--- src/rtl/config_bus_arbiter_if.sv ---
// Config bus bundle between the requesters, the arbiter and one core's
// config port. The arbiter uses the slave view, the requesters/core the master.
interface config_bus_arbiter_if #(
   parameter int NUM_REQ    = 2,
   parameter int ADDR_WIDTH = 8,
   parameter int DATA_WIDTH = 32
);
   logic [NUM_REQ-1:0]            req_valid;
   logic [NUM_REQ-1:0]            req_write;
   logic [NUM_REQ*ADDR_WIDTH-1:0] req_addr;
   logic [NUM_REQ*DATA_WIDTH-1:0] req_data;
   logic [NUM_REQ-1:0]            req_ready;
   logic [NUM_REQ-1:0]            resp_valid;
   logic [DATA_WIDTH-1:0]         resp_data;
   logic                          busy;
   logic [ADDR_WIDTH-1:0]         config_config_addr;
   logic [DATA_WIDTH-1:0]         config_config_data;
   logic                          config_read;
   logic                          config_write;
   logic [DATA_WIDTH-1:0]         read_config_data;

   modport master (
      output req_valid, req_write, req_addr, req_data,
      output read_config_data,
      input  req_ready, resp_valid, resp_data, busy,
      input  config_config_addr, config_config_data,
      input  config_read, config_write
   );

   modport slave (
      input  req_valid, req_write, req_addr, req_data,
      input  read_config_data,
      output req_ready, resp_valid, resp_data, busy,
      output config_config_addr, config_config_data,
      output config_read, config_write
   );
endinterface

--- src/rtl/config_bus_arbiter.sv ---
// Round-robin arbiter sharing one core config bus between NUM_REQ requesters,
// sequencing each accepted request into config_write / config_read strobes.
module config_bus_arbiter #(
   parameter int NUM_REQ      = 2,
   parameter int ADDR_WIDTH   = 8,
   parameter int DATA_WIDTH   = 32,
   parameter int READ_LATENCY = 1
) (
   input  logic clk,
   input  logic reset,
   config_bus_arbiter_if.slave bus
);

   localparam int PW = (NUM_REQ > 1) ? $clog2(NUM_REQ) : 1;
   localparam int CW = $clog2(READ_LATENCY + 2);

   typedef enum logic [2:0] {
      IDLE, WRITE, READ, WAIT, RESP
   } state_t;

   state_t                state_q, state_d;
   logic [PW-1:0]         rr_ptr_q, rr_ptr_d;
   logic [PW-1:0]         gnt_q, gnt_d;
   logic [CW-1:0]         cnt_q, cnt_d;
   logic [ADDR_WIDTH-1:0] addr_q, addr_d;
   logic [DATA_WIDTH-1:0] wdata_q, wdata_d;
   logic [DATA_WIDTH-1:0] rdata_q, rdata_d;

   logic [2*NUM_REQ-1:0]  dbl;
   logic [NUM_REQ-1:0]    rot;
   logic [PW:0]           sum;
   logic [PW-1:0]         sel;
   logic                  found;
   logic [NUM_REQ-1:0]    ready;
   logic [PW-1:0]         rr_nxt;

   // Rotate so bit 0 is the current priority holder; first set bit wins.
   assign dbl = {bus.req_valid, bus.req_valid} >> rr_ptr_q;
   assign rot = dbl[NUM_REQ-1:0];

   always_comb begin
      found = 1'b0;
      sum   = '0;
      for (int k = 0; k < NUM_REQ; k++) begin
         if (!found && rot[k]) begin
            found = 1'b1;
            sum   = {1'b0, rr_ptr_q} + (PW+1)'(k);
         end
      end
      if (sum >= (PW+1)'(NUM_REQ)) begin
         sum = sum - (PW+1)'(NUM_REQ);
      end
      sel = sum[PW-1:0];
   end

   assign ready = (state_q == IDLE && found && !reset)
                ? (NUM_REQ'(1) << sel) : '0;

   assign rr_nxt = (gnt_q == PW'(NUM_REQ - 1))
                 ? '0 : gnt_q + 1'b1;

   always_comb begin
      state_d  = state_q;
      rr_ptr_d = rr_ptr_q;
      gnt_d    = gnt_q;
      cnt_d    = cnt_q;
      addr_d   = addr_q;
      wdata_d  = wdata_q;
      rdata_d  = rdata_q;
      unique case (state_q)
         IDLE: begin
            if (found) begin
               gnt_d   = sel;
               state_d = READ;
               for (int i = 0; i < NUM_REQ; i++) begin
                  if (sel == PW'(i)) begin
                     addr_d  = bus.req_addr[i*ADDR_WIDTH +: ADDR_WIDTH];
                     wdata_d = bus.req_data[i*DATA_WIDTH +: DATA_WIDTH];
                     if (bus.req_write[i]) begin
                        state_d = WRITE;
                        rdata_d = '0;
                     end
                  end
               end
            end
         end
         WRITE: begin
            rr_ptr_d = rr_nxt;
            state_d  = IDLE;
         end
         READ: begin
            if (READ_LATENCY == 0) begin
               rdata_d = bus.read_config_data;
               state_d = RESP;
            end else begin
               cnt_d   = CW'(READ_LATENCY);
               state_d = WAIT;
            end
         end
         WAIT: begin
            cnt_d = cnt_q - 1'b1;
            if (cnt_q == CW'(1)) begin
               rdata_d = bus.read_config_data;
               state_d = RESP;
            end
         end
         RESP: begin
            rr_ptr_d = rr_nxt;
            state_d  = IDLE;
         end
         default: state_d = IDLE;
      endcase
   end

   always_ff @(posedge clk or posedge reset) begin
      if (reset) begin
         state_q  <= IDLE;
         rr_ptr_q <= '0;
         gnt_q    <= '0;
         cnt_q    <= '0;
         addr_q   <= '0;
         wdata_q  <= '0;
         rdata_q  <= '0;
      end else begin
         state_q  <= state_d;
         rr_ptr_q <= rr_ptr_d;
         gnt_q    <= gnt_d;
         cnt_q    <= cnt_d;
         addr_q   <= addr_d;
         wdata_q  <= wdata_d;
         rdata_q  <= rdata_d;
      end
   end

   assign bus.req_ready          = ready;
   assign bus.busy               = (state_q != IDLE);
   assign bus.config_write       = (state_q == WRITE);
   assign bus.config_read        = (state_q == READ);
   assign bus.config_config_addr = addr_q;
   assign bus.config_config_data = wdata_q;
   assign bus.resp_data          = rdata_q;
   assign bus.resp_valid         = (state_q == WRITE || state_q == RESP)
                                 ? (NUM_REQ'(1) << gnt_q) : '0;

endmodule

--- src/flat_wrapper.sv ---
// flat-port wrapper written by rule: the top's interface ports become plain ports
module config_bus_arbiter_flat 
#(
   parameter int NUM_REQ      = 2,
   parameter int ADDR_WIDTH   = 8,
   parameter int DATA_WIDTH   = 32,
   parameter int READ_LATENCY = 1
)
  (clk, reset, bus_req_valid, bus_req_write, bus_req_addr, bus_req_data, bus_read_config_data, bus_req_ready, bus_resp_valid, bus_resp_data, bus_busy, bus_config_config_addr, bus_config_config_data, bus_config_read, bus_config_write);
  config_bus_arbiter_if #(.NUM_REQ(NUM_REQ), .ADDR_WIDTH(ADDR_WIDTH), .DATA_WIDTH(DATA_WIDTH)) bus_i ();
  input  logic clk;
  input  logic reset;
  input wire logic [$bits(bus_i.req_valid)-1:0] bus_req_valid;
  input wire logic [$bits(bus_i.req_write)-1:0] bus_req_write;
  input wire logic [$bits(bus_i.req_addr)-1:0] bus_req_addr;
  input wire logic [$bits(bus_i.req_data)-1:0] bus_req_data;
  input wire logic [$bits(bus_i.read_config_data)-1:0] bus_read_config_data;
  output wire logic [$bits(bus_i.req_ready)-1:0] bus_req_ready;
  output wire logic [$bits(bus_i.resp_valid)-1:0] bus_resp_valid;
  output wire logic [$bits(bus_i.resp_data)-1:0] bus_resp_data;
  output wire logic [$bits(bus_i.busy)-1:0] bus_busy;
  output wire logic [$bits(bus_i.config_config_addr)-1:0] bus_config_config_addr;
  output wire logic [$bits(bus_i.config_config_data)-1:0] bus_config_config_data;
  output wire logic [$bits(bus_i.config_read)-1:0] bus_config_read;
  output wire logic [$bits(bus_i.config_write)-1:0] bus_config_write;
  assign bus_i.req_valid = bus_req_valid;
  assign bus_i.req_write = bus_req_write;
  assign bus_i.req_addr = bus_req_addr;
  assign bus_i.req_data = bus_req_data;
  assign bus_i.read_config_data = bus_read_config_data;
  assign bus_req_ready = bus_i.req_ready;
  assign bus_resp_valid = bus_i.resp_valid;
  assign bus_resp_data = bus_i.resp_data;
  assign bus_busy = bus_i.busy;
  assign bus_config_config_addr = bus_i.config_config_addr;
  assign bus_config_config_data = bus_i.config_config_data;
  assign bus_config_read = bus_i.config_read;
  assign bus_config_write = bus_i.config_write;
  config_bus_arbiter #(.NUM_REQ(NUM_REQ), .ADDR_WIDTH(ADDR_WIDTH), .DATA_WIDTH(DATA_WIDTH), .READ_LATENCY(READ_LATENCY)) u_core (.clk(clk), .reset(reset), .bus(bus_i));
endmodule
--- config.mk ---
export PLATFORM = sky130hd
export DESIGN_NAME = config_bus_arbiter_flat
export DESIGN_NICKNAME = d
export VERILOG_FILES = /design/src/rtl/config_bus_arbiter_if.sv /design/src/rtl/config_bus_arbiter.sv /design/src/flat_wrapper.sv
export SDC_FILE = /design/constraint.sdc
export NUM_CORES = 1
export LEC_CHECK = 0
export ABC_AREA = 1
export ABC_CLOCK_PERIOD_IN_PS = 4100
export BUFFER_PORTS_ARGS = -buffer_cell sky130_fd_sc_hd__buf_2
export CORE_MARGIN = 1.5
export CORE_UTILIZATION = 47
export CTS_BUF_LIST = sky130_fd_sc_hd__clkbuf_8 sky130_fd_sc_hd__clkbuf_16
export CTS_CLUSTER_DIAMETER = 100
export CTS_CLUSTER_SIZE = 20
export DETAILED_ROUTE_END_ITERATION = 7
export PLACE_DENSITY = 0.85
export SLEW_MARGIN = 0
export SYNTH_ARGS = -nofsm -noshare
export SYNTH_HDL_FRONTEND = slang
export SYNTH_SLANG_ARGS = --single-unit
--- constraint.sdc ---
create_clock -name clk -period 4.1 [get_ports clk]
set_clock_uncertainty 0.2 [all_clocks]
set_input_delay 0 -clock clk [delete_from_list [all_inputs] [get_ports clk]]
set_output_delay 0 -clock clk [all_outputs]
set_load 0.005 [all_outputs]
==> results.yml, run 1 <==
worst_setup_path:
  start_kind: "flip-flop"
  path_max_fanout: 42
  crit_chain: "nor2_2 > nand2_2 > nor2_4 > inv_2 > nand2_1 > o21ai_1 > dlygate4sd3_1"
  end_kind: "flip-flop"
  path_class: "reg2reg"
  r2r_slack_ps: 970
  r2r_start: "u_core.state_q[0]"
  crit_start: "u_core.state_q[0]"
  crit_family: "simple AND/OR/NAND/NOR gates"
  crit_path_max_incr_delay_ps: 610
  crit_buf_inv: 2
  cpMaxStageDelayCell: "nor2_4"
  critPathRequiredTime_ps: 4120
  cp.arrival_ps: 3150
floorplanning:
  fp.coreArea_sq_um: 6910
  dieArea_sq_um: 7770
  start_util_pct: 49.4
  rows: 30
  die_w_um: 88.2
  pin_count: 197
  die_h_um: 88.2
synthesis:
  synthTopCellsByArea: "dfrtp_1, nand2_1, o21ai_0"
  synth_area_sq_um: 3410
  ys_types: 18
  syn_inst: 410
  synth_top_area_cell: "dfrtp_1"
  synth.avg_cell_area_sq_um: 8.32
  synth_top_area_share_pct: 58.0
  synth_seq_cells: 79
  yosysWarnings: 0
  synth-seq-area-share_pct: 58.0
  syn_nets: 529
finish:
  fin_nets: 835
  fin_area_sq_um: 5820
  antenna_cells: 0
  area.growth.synth_to_final_pct: 70.7
  drive_above_1_share_pct: 30.9
  final_cell_mix: "buf_2, nand2_1, dlygate4sd3_1"
  fin_cells: 817
  mostFrequentLayoutCell: "buf_2"
  num-fill-cells: 423
drt:
  wl_per_cell_um: 15.5
  routed_via_density: 5.09
  drc: 0
  wirelength_um: 12600
  ant_nets: 0
  vias: 4160
  drt_iter0_markers: 252
  firstDrtPassIters: 5
sta:
  drv_slew: 0
  fin_setup_tns_ps: 0
  setup_viol: 0
  fin_crit_sh_pct: 76.4
  slew_headroom_pct: 26.6
  rsz0062_at_grt: "false"
  hold_viol_final: 0
  worstMarginPinSlew_ps: 1100
  fmax_mhz: 319
  period_needed_ps: 3130
outcome:
  status: "finished, final reports clean"
global_route:
  grt_overflow_total: 0
  grt_use_total_pct: 32.5
  use_met3_pct: 4.52
  grt-busiest-layer: "met2"
  met2_usage_pct: 62.2
  antenna_found_initial: 0
  grt_pass1_vias: 4192
  grt_start_max_net_pins: 43
  grt_util_met1_pct: 34.6
  grt_pass1_wl_um: 19400
power:
  clockPowerShare_pct: 16.6
  power.leakage_nw: 3.15
  p_sw_share_pct: 37.1
  power_density_nw_per_um2: 653
  p_sw_mw: 1.41
  ir_worst_vdd_mv: 0.385
  power_frac_seq_pct: 34.5
  power.internal_mw: 2.39
  power.total_mw: 3.80
  combPwrFrac_pct: 49.0
job:
  drv_cap: 0
clock_tree:
  postCtsSetupRepairBufs: 0
  numCtsBuffers: 9
  insertion_delay_ps: 330
  clock-sinks: 79
  path_clk_slew_ps: 90
  clock_path_buffers: 2
  cts_tree: "built"
  ctsResizeCount: 0
  cts_root_buffer: "clkbuf_8"
  cts-htree-levels: 3
placement:
  dp_hpwl_um: 6750
  dp.cells: 682
  gp_congestion: 0.868
  io_buffers: 196
  placed_area_sq_um: 4410
min_path:
  min_path_type: "in2async"
-- through the flow --
| step | hold WS, ps | worst slack, ps | utilization (%) |
|---|---|---|---|
| after floorplan | -164 | 1880 | - |
| after global placement | -58.7 | 1730 | 63.8 |
| after detailed placement | -35.9 | 1680 | 63.8 |
| after CTS | 142 | 1120 | 84.3 |
| after global routing | 202 | 745 | 84.3 |
| final | 150 | 968 | 84.3 |
-- state kept, by name (all words and copies together), names as in the netlist --
| signal | flops |
|---|---|
| u_core.rr_ptr_q | 1 |
| u_core.state_q | 3 |
| u_core.bus.resp_data | 32 |
| u_core.bus.config_config_addr | 8 |
| u_core.cnt_q | 2 |
| u_core.bus.config_config_data | 32 |
| u_core.gnt_q | 1 |
-- final cells by class --
type,count,area [sq um],share of cell area (%)
clock buffer,9,124,2.13
clock inverter,7,96.3,1.66
inverter,12,46.3,0.796
multi-input combinational,297,1270,21.8
sequential,79,1980,34.0
tap,96,120,2.06
timing repair buffer,317,2190,37.6
-- worst min-delay path, delay by kind of cell --
kind / cells / cell delay, ps
buffers and inverters: 3 / 1170
-- cells by family (layout without fill, tap and decap cells) --
family,Yosys count,in the layout,share of synthesized area (%)
buf+inv,34,345,4.81
fa+ha+maj,1,1,0.367
compound gates,87,87,12.9
flops,79,79,58.0
simple gates,209,209,24.0
-- power by group through the flow --
stage | sequential, mW | combinational, mW | clock [mW]
floorplan | 1.31 | 0.762 | 0
global placement | 1.28 | 1.23 | 0
CTS | 1.29 | 1.77 | 0.647
detailed placement | 1.30 | 1.29 | 0
finish | 1.31 | 1.86 | 0.629
global route | 1.34 | 2.05 | 0.673
-- routing by layer --
layer  part of all wire [%]  routed length [um]
met5                      0                   0
met1                     35                4450
met2                     55                6940
met3                    6.3                 799
met4                    3.5                 440
-- synth_stat cells (all sizes together) --
library cell  count
nand2           151
o21ai            82
dfrtp            79
nor2             50
buf              14
inv              12
clkbuf            8
nand3             6
a21oi             4
nor3              2
a22o              1
ha                1
-- worst paths after layout --
| kind | endpoint | depth (start not counted) |
|---|---|---|
| worst min-delay path | u_core.bus.config_config_data[24] | 3 |
| worst min register to register | u_core.bus.resp_data[6] | 2 |
| worst max-delay path | u_core.bus.config_config_data[17] | 7 |
| max in group asynchronous | u_core.bus.config_config_data[21] | 4 |
| worst max register to register | u_core.bus.config_config_data[17] | 7 |
| min in group clk | u_core.gnt_q | 4 |
-- repair_timing --
| action | CTS | global route |
|---|---|---|
| setup endpoints to repair | 0 | 0 |
| hold buffers | 119 | 0 |
| hold endpoints to repair | 114 | 0 |
No activity file was read; power rests on OpenSTA's default activity.
==> run 2: changes to the inputs <==
Settings changed: ABC_CLOCK_PERIOD_IN_PS 4100 to 2880, CORE_UTILIZATION 47 to 40, PLACE_DENSITY 0.85 to 0.77.
Clock period 4.1 ns to 2.88 ns, I/O delays scaled along.
==> run 2 against run 1 <==
Hold slack lost 81 ps. Core utilization decreased by 12 points. Non-clock buffer count up 2. Global-route usage fell by 5.4 points. Critical endpoint is now u_core.state_q[1]. Clock-buffer cell count rose by 2. Critical path depth grew 2.
==> results.yml, run 2 (synthesis gave the netlist of run 1 again) <==
power:
  power.total_mw: 5.55
  power.leakage_nw: 3.19
  power_density_nw_per_um2: 940
  ir_worst_vdd_mv: 0.530
finish:
  area.growth.synth_to_final_pct: 73.3
  antenna_cells: 0
  multi_input_area_sq_um: 1270
  num-fill-cells: 571
  fin_area_sq_um: 5910
  postLayoutCoreUtil_pct: 71.9
  mostFrequentLayoutCell: "buf_2"
  drive_above_1_share_pct: 31.1
  layout.area.seq_sq_um: 1980
  fin_nets: 837
  final_cell_mix: "buf_2, nand2_1, dlygate4sd3_1"
placement:
  placed_area_sq_um: 4430
  io_buffers: 196
  gp_congestion: 0.853
  dp_hpwl_um: 6670
sta:
  period_needed_ps: 2670
  fmax_mhz: 375
  drv_slew: 0
  hold_viol_final: 0
  fin_crit_sh_pct: 92.6
  holdWs_ps: 68.8
  rsz0062_at_grt: "false"
  setup_viol: 0
  fin_setup_tns_ps: 0
  slew_headroom_pct: 27.5
  worstMarginPinSlew_ps: 1090
global_route:
  grt_util_met1_pct: 30.1
  grt_use_total_pct: 27.0
  grt_pass1_vias: 3993
  antenna_found_initial: 0
  grt_start_max_net_pins: 43
  grt_overflow_total: 0
  grt-busiest-layer: "met2"
  met2_usage_pct: 48.1
  use_met3_pct: 5.42
  grt_pass1_wl_um: 18700
worst_setup_path:
  crit_family: "buffers and inverters"
  critPathRequiredTime_ps: 2900
  crit_path_max_incr_delay_ps: 560
  end_kind: "flip-flop"
  crit_buf_inv: 4
  cp.arrival_ps: 2690
  path_common_cell: "nand2_1"
  path_max_fanout: 42
  crit_chain: "inv_1 > nand2_1 > nand2_1 > buf_6 > nand2_1 > nand3_1 > dlygate4sd3_1 > a21oi_1 > dlygate4sd3_1"
  cpMaxStageDelayCell: "dlygate4sd3_1"
  start_kind: "flip-flop"
  path_class: "reg2reg"
floorplanning:
  rows: 33
  start_util_pct: 41.5
  dieArea_sq_um: 9090
  die_w_um: 95.3
  die_h_um: 95.3
  pin_count: 197
  fp.coreArea_sq_um: 8220
drt:
  ant_nets: 0
  drc: 0
  drt_iter0_markers: 232
  firstDrtPassIters: 5
  wl_per_cell_um: 14.2
  wirelength_um: 11800
  routed_via_density: 4.94
  vias: 4094
clock_tree:
  path_clk_slew_ps: 80
  cts_root_buffer: "clkbuf_8"
  clock_path_buffers: 2
  clock-sinks: 79
  cts_tree: "built"
  numCtsBuffers: 9
  postCtsSetupRepairBufs: 0
  cts-htree-levels: 3
  insertion_delay_ps: 330
outcome:
  status: "finished, final reports clean"
job:
  drv_cap: 0
min_path:
  min_path_type: "in2reg"
[run 2: cell count changes in the layout (fill, tap and decap cells not counted)]
cell	delta
clkbuf_8	+2
clkinv_2	-1
inv_6	-1
buf_6	+1
bufinv_16	+2
clkinvlp_4	-2
buf_4	+1
[run 2: metrics by stage]
step	instances	worst slack (ps)
floorplan	410	657
global placement	693	848
detailed placement	693	745
CTS	828	171
global route	828	78.1
finish	828	214
[run 2: cell type report]
type | count | share of cell area [%]
clock buffers | 11 | 2.56
clock inverters | 5 | 2.16
inverters | 12 | 0.784
multi-input cells | 297 | 21.5
flip-flops and latches | 79 | 33.5
well taps | 105 | 2.22
repair buffers | 319 | 37.3
[run 2: final timing paths]
| path | start | to | slack [ps] | cells after the start |
|---|---|---|---|---|
| setup reg to reg | u_core.rr_ptr_q | u_core.state_q[1] | 210 | 9 |
| hold / removal | bus_req_valid[0] | u_core.gnt_q | 70 | 4 |
| hold reg to reg | u_core.bus.resp_data[13] | u_core.bus.resp_data[13] | 270 | 2 |
| setup / recovery | u_core.rr_ptr_q | u_core.state_q[1] | 210 | 9 |
| max in group asynchronous | reset | u_core.cnt_q[0] | 1650 | 4 |
| min in group asynchronous | reset | u_core.bus.config_config_data[7] | 90 | 3 |
[run 2: where the power goes]
| group | switching [mW] | internal [mW] | leakage, nW |
|---|---|---|---|
| clock | 0.391 | 0.711 | 0.136 |
| sequential | 0.258 | 1.58 | 0.996 |
| combinational | 1.27 | 1.34 | 2.06 |
| total | 1.92 | 3.63 | 3.19 |
[run 2: layer usage]
metal  share of wire, %  vias up
met1                 38     1883
met5                  0        -
met2                 51      242
met4                4.1        0
met3                7.5       46
li1                   -     1923
[run 2: repair_timing]
item                                   in CTS  in global routing
resized for setup                           0                  1
hold buffers                              119                  0
endpoints found under the hold margin     106                  0
setup endpoints to repair                   0                  1
[run 2: worst reg2reg max path: stages, from the launching register on]
cell and delay, ps:
dfrtp_1 370, inv_1 70, nand2_1 70, nand2_1 100, buf_6 310, nand2_1 160, nand3_1 100, dlygate4sd3_1 560
a21oi_1 60, dlygate4sd3_1 550
